--- config.mk ---
export PLATFORM = sky130hd
export DESIGN_NAME = sprite_compositor
export DESIGN_NICKNAME = d
export VERILOG_FILES = /design/src/rtl/sprite_pkg.sv /design/src/rtl/sprite_prio_enc.sv /design/src/rtl/sprite_compositor.sv
export SDC_FILE = /design/constraint.sdc
export NUM_CORES = 1
export LEC_CHECK = 0
export CORE_MARGIN = 3
export CORE_UTILIZATION = 50
export CTS_CLUSTER_DIAMETER = 60
export DETAILED_ROUTE_END_ITERATION = 8
export HOLD_SLACK_MARGIN = 0.02
export PLACE_DENSITY_LB_ADDON = 0.12
export SLEW_MARGIN = 15
export SYNTH_ARGS = -nofsm -noshare
export SYNTH_HDL_FRONTEND = slang
export SYNTH_SLANG_ARGS = --single-unit
--- constraint.sdc ---
create_clock -name clk_pix -period 3.1 [get_ports clk_pix]
set_input_delay 0.93 -clock clk_pix [delete_from_list [all_inputs] [get_ports clk_pix]]
set_output_delay 0.93 -clock clk_pix [all_outputs]
set_load 0.01 [all_outputs]
--- src/rtl/sprite_pkg.sv ---
// Shared types, defaults and helpers for the multi-sprite compositor.
package sprite_pkg;

  localparam int SPR_CORDW = 16;
  localparam int SPR_NSPR  = 4;
  localparam int SPR_CIDXW = 4;
  // Widest colour index the transparency helper accepts.
  localparam int CIDX_MAX  = 16;
  // Extra sprite-to-CLUT delay added by the compositor register stage.
  localparam int COMP_LAT  = 1;

  typedef logic signed [SPR_CORDW-1:0] coord_t;

  typedef struct packed {
    coord_t x;
    coord_t y;
    logic   en;
  } spr_reg_t;

  function automatic logic cidx_is_trans(input logic [CIDX_MAX-1:0] cidx,
                                         input logic [CIDX_MAX-1:0] trans);
    return cidx == trans;
  endfunction

endpackage

--- src/rtl/sprite_prio_enc.sv ---
// Lowest-index-first priority encoder; also flags when two or more inputs are set.
module sprite_prio_enc #(
  parameter int N    = 4,
  parameter int SELW = 2
) (
  input  logic [N-1:0]    req,
  output logic            any,
  output logic [SELW-1:0] idx,
  output logic            multi
);

  always_comb begin
    any   = 1'b0;
    idx   = '0;
    multi = 1'b0;
    for (int i = 0; i < N; i++) begin
      if (req[i]) begin
        if (any) begin
          multi = 1'b1;
        end else begin
          any = 1'b1;
          idx = SELW'(i);
        end
      end
    end
  end

endmodule

--- src/rtl/sprite_compositor.sv ---
// N-channel sprite compositor: double-buffered sprite registers, priority merge, collisions.
// Define SPRITE_COLLIDE_EN to build the per-frame collision accumulator; otherwise coll is 0.
module sprite_compositor
  import sprite_pkg::*;
#(
  parameter int                CORDW      = SPR_CORDW,
  parameter int                NSPR       = SPR_NSPR,
  parameter int                CIDXW      = SPR_CIDXW,
  parameter logic [CIDXW-1:0]  TRANS_INDX = 'hF,
  parameter int                SELW       = (NSPR > 1) ? $clog2(NSPR) : 1
) (
  input  logic                    clk_pix,
  input  logic                    rst_pix_n,
  input  logic                    frame,
  input  logic                    reg_we,
  input  logic [SELW-1:0]         reg_sel,
  input  logic signed [CORDW-1:0] reg_x,
  input  logic signed [CORDW-1:0] reg_y,
  input  logic                    reg_en,
  output logic [NSPR*CORDW-1:0]   sprx,
  output logic [NSPR*CORDW-1:0]   spry,
  input  logic [NSPR-1:0]         spr_drawing,
  input  logic [NSPR*CIDXW-1:0]   spr_pix,
  output logic                    pix_valid,
  output logic [CIDXW-1:0]        pix_indx,
  output logic [SELW-1:0]         pix_sel,
  output logic [NSPR-1:0]         coll
);

  typedef struct packed {
    logic signed [CORDW-1:0] x;
    logic signed [CORDW-1:0] y;
    logic                    en;
  } slot_t;

  slot_t shadow [NSPR];
  slot_t active [NSPR];

  logic            sel_ok;
  logic [NSPR-1:0] opaque;
  logic            any;
  logic [SELW-1:0] win_idx;
  logic            multi;
  logic [CIDXW-1:0] win_pix;

  assign sel_ok = (32'(reg_sel) < NSPR);

  // Active copy takes the pre-write shadow, so a same-cycle write lands next frame.
  always_ff @(posedge clk_pix or negedge rst_pix_n) begin
    if (!rst_pix_n) begin
      for (int i = 0; i < NSPR; i++) begin
        shadow[i] <= '0;
        active[i] <= '0;
      end
    end else begin
      if (frame) begin
        for (int i = 0; i < NSPR; i++) active[i] <= shadow[i];
      end
      if (reg_we && sel_ok) shadow[reg_sel] <= '{x: reg_x, y: reg_y, en: reg_en};
    end
  end

  for (genvar g = 0; g < NSPR; g++) begin : g_out
    assign sprx[g*CORDW +: CORDW] = active[g].x;
    assign spry[g*CORDW +: CORDW] = active[g].y;
  end

  always_comb begin
    opaque = '0;
    for (int i = 0; i < NSPR; i++) begin
      opaque[i] = spr_drawing[i] && active[i].en &&
                  !cidx_is_trans(CIDX_MAX'(spr_pix[i*CIDXW +: CIDXW]), CIDX_MAX'(TRANS_INDX));
    end
  end

  sprite_prio_enc #(
    .N    (NSPR),
    .SELW (SELW)
  ) u_prio (
    .req   (opaque),
    .any   (any),
    .idx   (win_idx),
    .multi (multi)
  );

  assign win_pix = spr_pix[int'(win_idx)*CIDXW +: CIDXW];

  always_ff @(posedge clk_pix or negedge rst_pix_n) begin
    if (!rst_pix_n) begin
      pix_valid <= 1'b0;
      pix_indx  <= '0;
      pix_sel   <= '0;
    end else begin
      pix_valid <= any;
      pix_indx  <= any ? win_pix : '0;
      pix_sel   <= any ? win_idx : '0;
    end
  end

`ifdef SPRITE_COLLIDE_EN
  logic [NSPR-1:0] acc;
  logic [NSPR-1:0] contrib;

  assign contrib = multi ? opaque : '0;

  // The frame cycle's own overlap seeds the new frame instead of being dropped.
  always_ff @(posedge clk_pix or negedge rst_pix_n) begin
    if (!rst_pix_n) begin
      acc  <= '0;
      coll <= '0;
    end else if (frame) begin
      coll <= acc;
      acc  <= contrib;
    end else begin
      acc  <= acc | contrib;
    end
  end
`else
  logic unused_multi;
  assign unused_multi = multi;
  assign coll = '0;
`endif

endmodule

After elaboration in Yosys (flattened, before gate mapping) --
Index checks and enable logic that the tools add are counted.
Word-level totals: bits in latches 0, register bits 271, bits in read-only memories 0, word-level logic and storage cells 63, bits in writable memories 0, bits of input ports 59, memories 0, output and inout port bits 139
Cells by class: div/mod/pow operators 0, $add $sub $neg 0, bitwise operators 1, shift-type cells 1, muxes and demuxes 15, $mul 0, eq/ne operators 4, reduce and logical (&&, ||, !) cells 13, $lt $le $gt $ge 2
Operators with widths (number):
- 132-bit bitwise mux | 1
- 33-bit demux with 2-bit select | 1
- 33-bit two-way mux | 1
- 4-bit == test (second input constant) | 4
- 16-bit by 5-bit indexed part select with 4-bit output | 1
- 2-bit two-way mux | 6
- 1-bit logical AND | 9
- 1-bit two-way mux | 5
- 1-bit zero test | 4
- 4-bit two-way mux | 1
- 3-bit >= comparator (second input constant) | 1
- 3-bit by 1-bit less-than comparator with 1-bit output (second input constant) | 1
- 2-bit NOT with 3-bit output | 1

Logic depth before layout (Yosys ltp) --
depth after elaboration 12, depth in mapped cells 5, mapped depth without buffers 4

Modules after synthesis --
A second synthesis with hierarchy kept.
Second synthesis, totals: cells, all modules 734, area, all modules 11218.3 sq um
Modules (own cells, without submodules):
- sprite_compositor | times used 1, cells an instance 724, sequential area each 6781.5 sq um, area an instance 11170.7 sq um
- sprite_prio_enc | times used 1, cells an instance 10, sequential area each 0.0 sq um, area an instance 47.5 sq um

Least setup slack after synthesis --
Ideal clock, no wire load.
path kind input to register, start point in spr_pix[3], end point reg pix_valid, cell stages on the path 4, path buffers 1, setup time 0.139 ns, required time 2.961 ns, setup slack 1.146 ns, arrival 1.815 ns, path through nand4_1 -> and3_4 -> buf_6 -> or4_1
Between the ends: longest elaborated chain between the ends 7
Ends and longest elaborated chain:
- start, declared | line sprite_compositor.sv:23 | input logic [NSPR*CIDXW-1:0] spr_pix,
- 4-bit == test | line sprite_pkg.sv:22 | return cidx == trans;
- 1-bit zero test | line sprite_compositor.sv:72 | !cidx_is_trans(CIDX_MAX'(spr_pix[i*CIDXW +: CIDXW]), CIDX_MAX'(TRANS_INDX));
- 1-bit logical AND | line sprite_compositor.sv:71 | opaque[i] = spr_drawing[i] && active[i].en &&
- 1-bit two-way mux (4 in series) | line sprite_prio_enc.sv:17 | if (req[i]) begin
- net any | line sprite_compositor.sv:41 | logic any;
- end signal, assigned | line sprite_compositor.sv:94 | pix_valid <= any;
- end, declared | line sprite_compositor.sv:24 | output logic pix_valid,
The timed path passes the listed nets, and every way through them passes these cells. A chain may end at the register's enable or synchronous reset.

Worst setup path after layout --
start point reg active (netlist bit spry[10]), end point out spry[10]
RTL lines:
- start, declared | line sprite_compositor.sv:37 | slot_t active [NSPR];
- start signal, assigned by index | line sprite_compositor.sv:53 | active[i] <= '0;
- end, declared | line sprite_compositor.sv:21 | output logic [NSPR*CORDW-1:0] spry,
No word-level cell between the ends.

==> metrics.log <==
INFO  metric status = finished, final reports clean
INFO  metric gr-usage-all-layers = 0.171
INFO  metric timing.final.crit_share = 0.774
INFO  metric first_iter_violations = 220
INFO  metric power_per_cell_area = 746 nW/um^2
INFO  metric pwr-share-seq = 0.469
INFO  metric number_of_ports_placed_on_the_die_boundary = 198
INFO  metric drtPass1Iterations = 4
INFO  metric crit_path_end_kind = output pin
INFO  metric antenna_violating_nets_post_route = 0
INFO  metric cp_data_arrival_time = approximately 1.5 ns
INFO  metric finalWirelength = about 21000 um
INFO  metric worstReg2RegStart = active[0]
INFO  metric chipWidth = about 160 um
INFO  metric drc_errors = 0
INFO  metric cts.htree.levels = 1
INFO  metric fp.dieArea = 24200 um^2
INFO  metric mappedNetlistArea = between 10000 and 15000 um^2
INFO  metric critical_path_class = reg2out
INFO  metric floorplan.initialDensity = 0.511
INFO  metric die_h = between 150 and 200 um
INFO  metric nets_final = 877
INFO  metric gate_power_share = 0.215
INFO  metric grt_setup_unrepaired = false
INFO  metric power.ir.vdd_worst = 0.000425 V
INFO  metric worstSkewPairLatency = ~0.51 ns
INFO  metric timing.setup.tns = 0 ns
INFO  metric critical_path_required = 2.17 ns
INFO  metric clock_network_fraction_of_total_power = 0.316
INFO  metric avgSynthCellArea = 15.1 um^2
INFO  metric final_hold_viol_count = 0
INFO  metric avgViaCountPerCell = roughly 5.2
INFO  metric cts.reportedPaths.clkPinSlew = 0.06 ns
INFO  metric grt_start_max_net_pins = around 80
INFO  metric setup_violations = 0
INFO  metric grt_antenna_before_repair = 0
INFO  metric slowest_cell_delay_on_critical_path = roughly 0.56 ns
INFO  metric p_int = between 7 and 8 mW
INFO  metric worstPathCellList = clkdlybuf4s50_1
INFO  metric clock-skew-final = ~0.0046 ns
INFO  metric cts_max_path_buffers = 3
INFO  metric cp_max_fo = 2
INFO  metric finish.cell_count_without_fillers = between 1000 and 1500
INFO  metric clkSinkCount = about 270
INFO  metric layout-drive-gt1-share = 0.390
INFO  metric grt_pass1_vias = 6320
INFO  metric rrSetupSlack = about 1.6 ns
INFO  metric placement.setup.worst_slack = about 0.56 ns
INFO  metric cts.repair.resized = 0
INFO  metric clk_root_buffer_cell = clkbuf_16
INFO  metric layout_commonest_cell = dfrtp_1
INFO  metric gp_congestion = around 0.84
INFO  metric cts.repair_timing.setup_buffer_count = 0
INFO  metric maxSlewHeadroom = 0.632
INFO  metric worst_setup_slack_final = about 0.70 ns
INFO  metric cts-hold-fix-buffers = 0
INFO  metric power.net_switching = between 2 and 2.5 mW
INFO  metric min_delay_worst_type = in2async
INFO  metric core_area = ~22000 um^2
INFO  metric antennaDiodeCount = 0
INFO  metric floorplan.rows = 54
INFO  metric fin_crit = 2.40 ns
INFO  metric clock.fmax = around 0.42 GHz
INFO  metric drv.max_cap_violation_count = 0
INFO  metric avgRoutedWirePerCell = approximately 19 um
INFO  metric dp_cells = about 1100
INFO  metric leakage = ~5.7 nW
INFO  metric worst_path_max_delay_cell = clkdlybuf4s50_1
INFO  metric num_vias = 5823
INFO  metric crit_start = spry[10]
INFO  metric io_buffer_count = slightly below 200
INFO  metric ffs_latches_synth = around 270
INFO  metric tritoncts.num_buffers = 28
INFO  metric grt_pass1_wl = ~34000 um
INFO  metric critPathBufInv = 1
INFO  metric slew_viol_final = 0
INFO  metric syn2layout_area_growth = 20.2%
INFO  metric worstSetupStartpointType = register
INFO  metric worst_path_dominant_cell_family = buffers and inverters
INFO  metric synthesis.instances = around 740
INFO  metric timing_worst_slew_pin_value = 0.551 ns
INFO  metric tritoncts = done
INFO  metric hpwl = 13700 um
INFO  metric most-common-layout-cells = 271 x dfrtp_1, 262 x mux2_2, 191 x clkdlybuf4s50_1
INFO  metric fin_util = 0.614
INFO  metric ys_warn_count = 0
INFO  metric synth_cell_types = 25
INFO  metric power_switching_share = 0.248
INFO  metric synth-seq-area-share = 0.606
INFO  metric remaining_global_route_overflow = 0
==> cell usage after synthesis, drive strengths merged <==
cell type,n,share of area
o221ai,4,0.0031
o211ai,1,0.00067
nor3b,1,0.0011
nand3,7,0.0031
conb,1,0.00034
nand4,2,0.0011
a31oi,4,0.0022
buf,159,0.10
and3,2,0.0016
clkbuf,1,0.00034
nand3b,2,0.0013
nand2b,1,0.00056
inv,1,0.00034
mux2,264,0.27
or4,1,0.00067
a21oi,1,0.00045
dfrtp,271,0.61
mux2i,4,0.0036
nand2,10,0.0034
a41oi,2,0.0022
==> path summary, 6_finish.rpt <==
path / depth (start not counted) / end
worst max-delay path: 1 / spry[10]
worst min-delay path: 1 / pix_valid
worst max register to register: 4 / pix_indx[1]
worst min register to register: 1 / shadow[108]
max in group asynchronous: 2 / shadow[14]
min in group clk_pix: 1 / shadow[108]
==> per-layer routing <==
layer | up-vias | global-route usage | wire length, um
met3 | 32 | 0.0344 | 1210
met5 | - | 0 | 0
met4 | 0 | 0.0404 | 353
met2 | 161 | 0.287 | 10200
met1 | 3034 | 0.233 | 9200
li1 | 2596 | - | -
==> kinds of logic after synthesis <==
group                  after synthesis  share of synthesized area
AND/OR/NAND/NOR                     26                     0.0129
buffers and inverters              161                      0.103
AO/OA/AOI/OAI                       12                    0.00872
other                                1                   0.000335
multiplexers                       268                      0.269
flip-flops                         271                      0.606
==> area by class of cell <==
type	instances	area, um^2
repair buffers	206	2130
flip-flops and latches	271	6780
multi-input cells	310	3280
fillers	1672	8450
well taps	280	350
clock buffers	41	841
clock inverters	10	56.3
inverters	1	3.75
==> power by group through the flow <==
stage | registers (mW) | logic (mW) | clock network (mW)
after detailed placement | 4.77 | 2.19 | 0
after global placement | 4.73 | 2.14 | 0
after floorplan | 4.61 | 1.58 | 0
final | 4.70 | 2.16 | 3.17
after global routing | 4.80 | 2.32 | 3.41
after CTS | 4.71 | 2.20 | 3.26
==> flip-flops by register name, indices dropped and copies added, names as in the netlist <==
register / count
pix_valid: 1
pix_sel: 2
shadow: 132
pix_indx: 4
active: 4
spry: 64
sprx: 64
==> per-stage QoR <==
| stage | hold WS [ns] | instance area, um^2 | power [mW] |
|---|---|---|---|
| after floorplan | 0.452 | 11200 | 6.19 |
| after global placement | 0.464 | 12500 | 6.87 |
| after detailed placement | 0.474 | 12500 | 6.96 |
| after CTS | 0.375 | 13400 | 10.2 |
| after global routing | 0.389 | 13400 | 10.5 |
| final | 0.360 | 13400 | 10.0 |
Note: power is estimated with default switching activity, not from simulation.
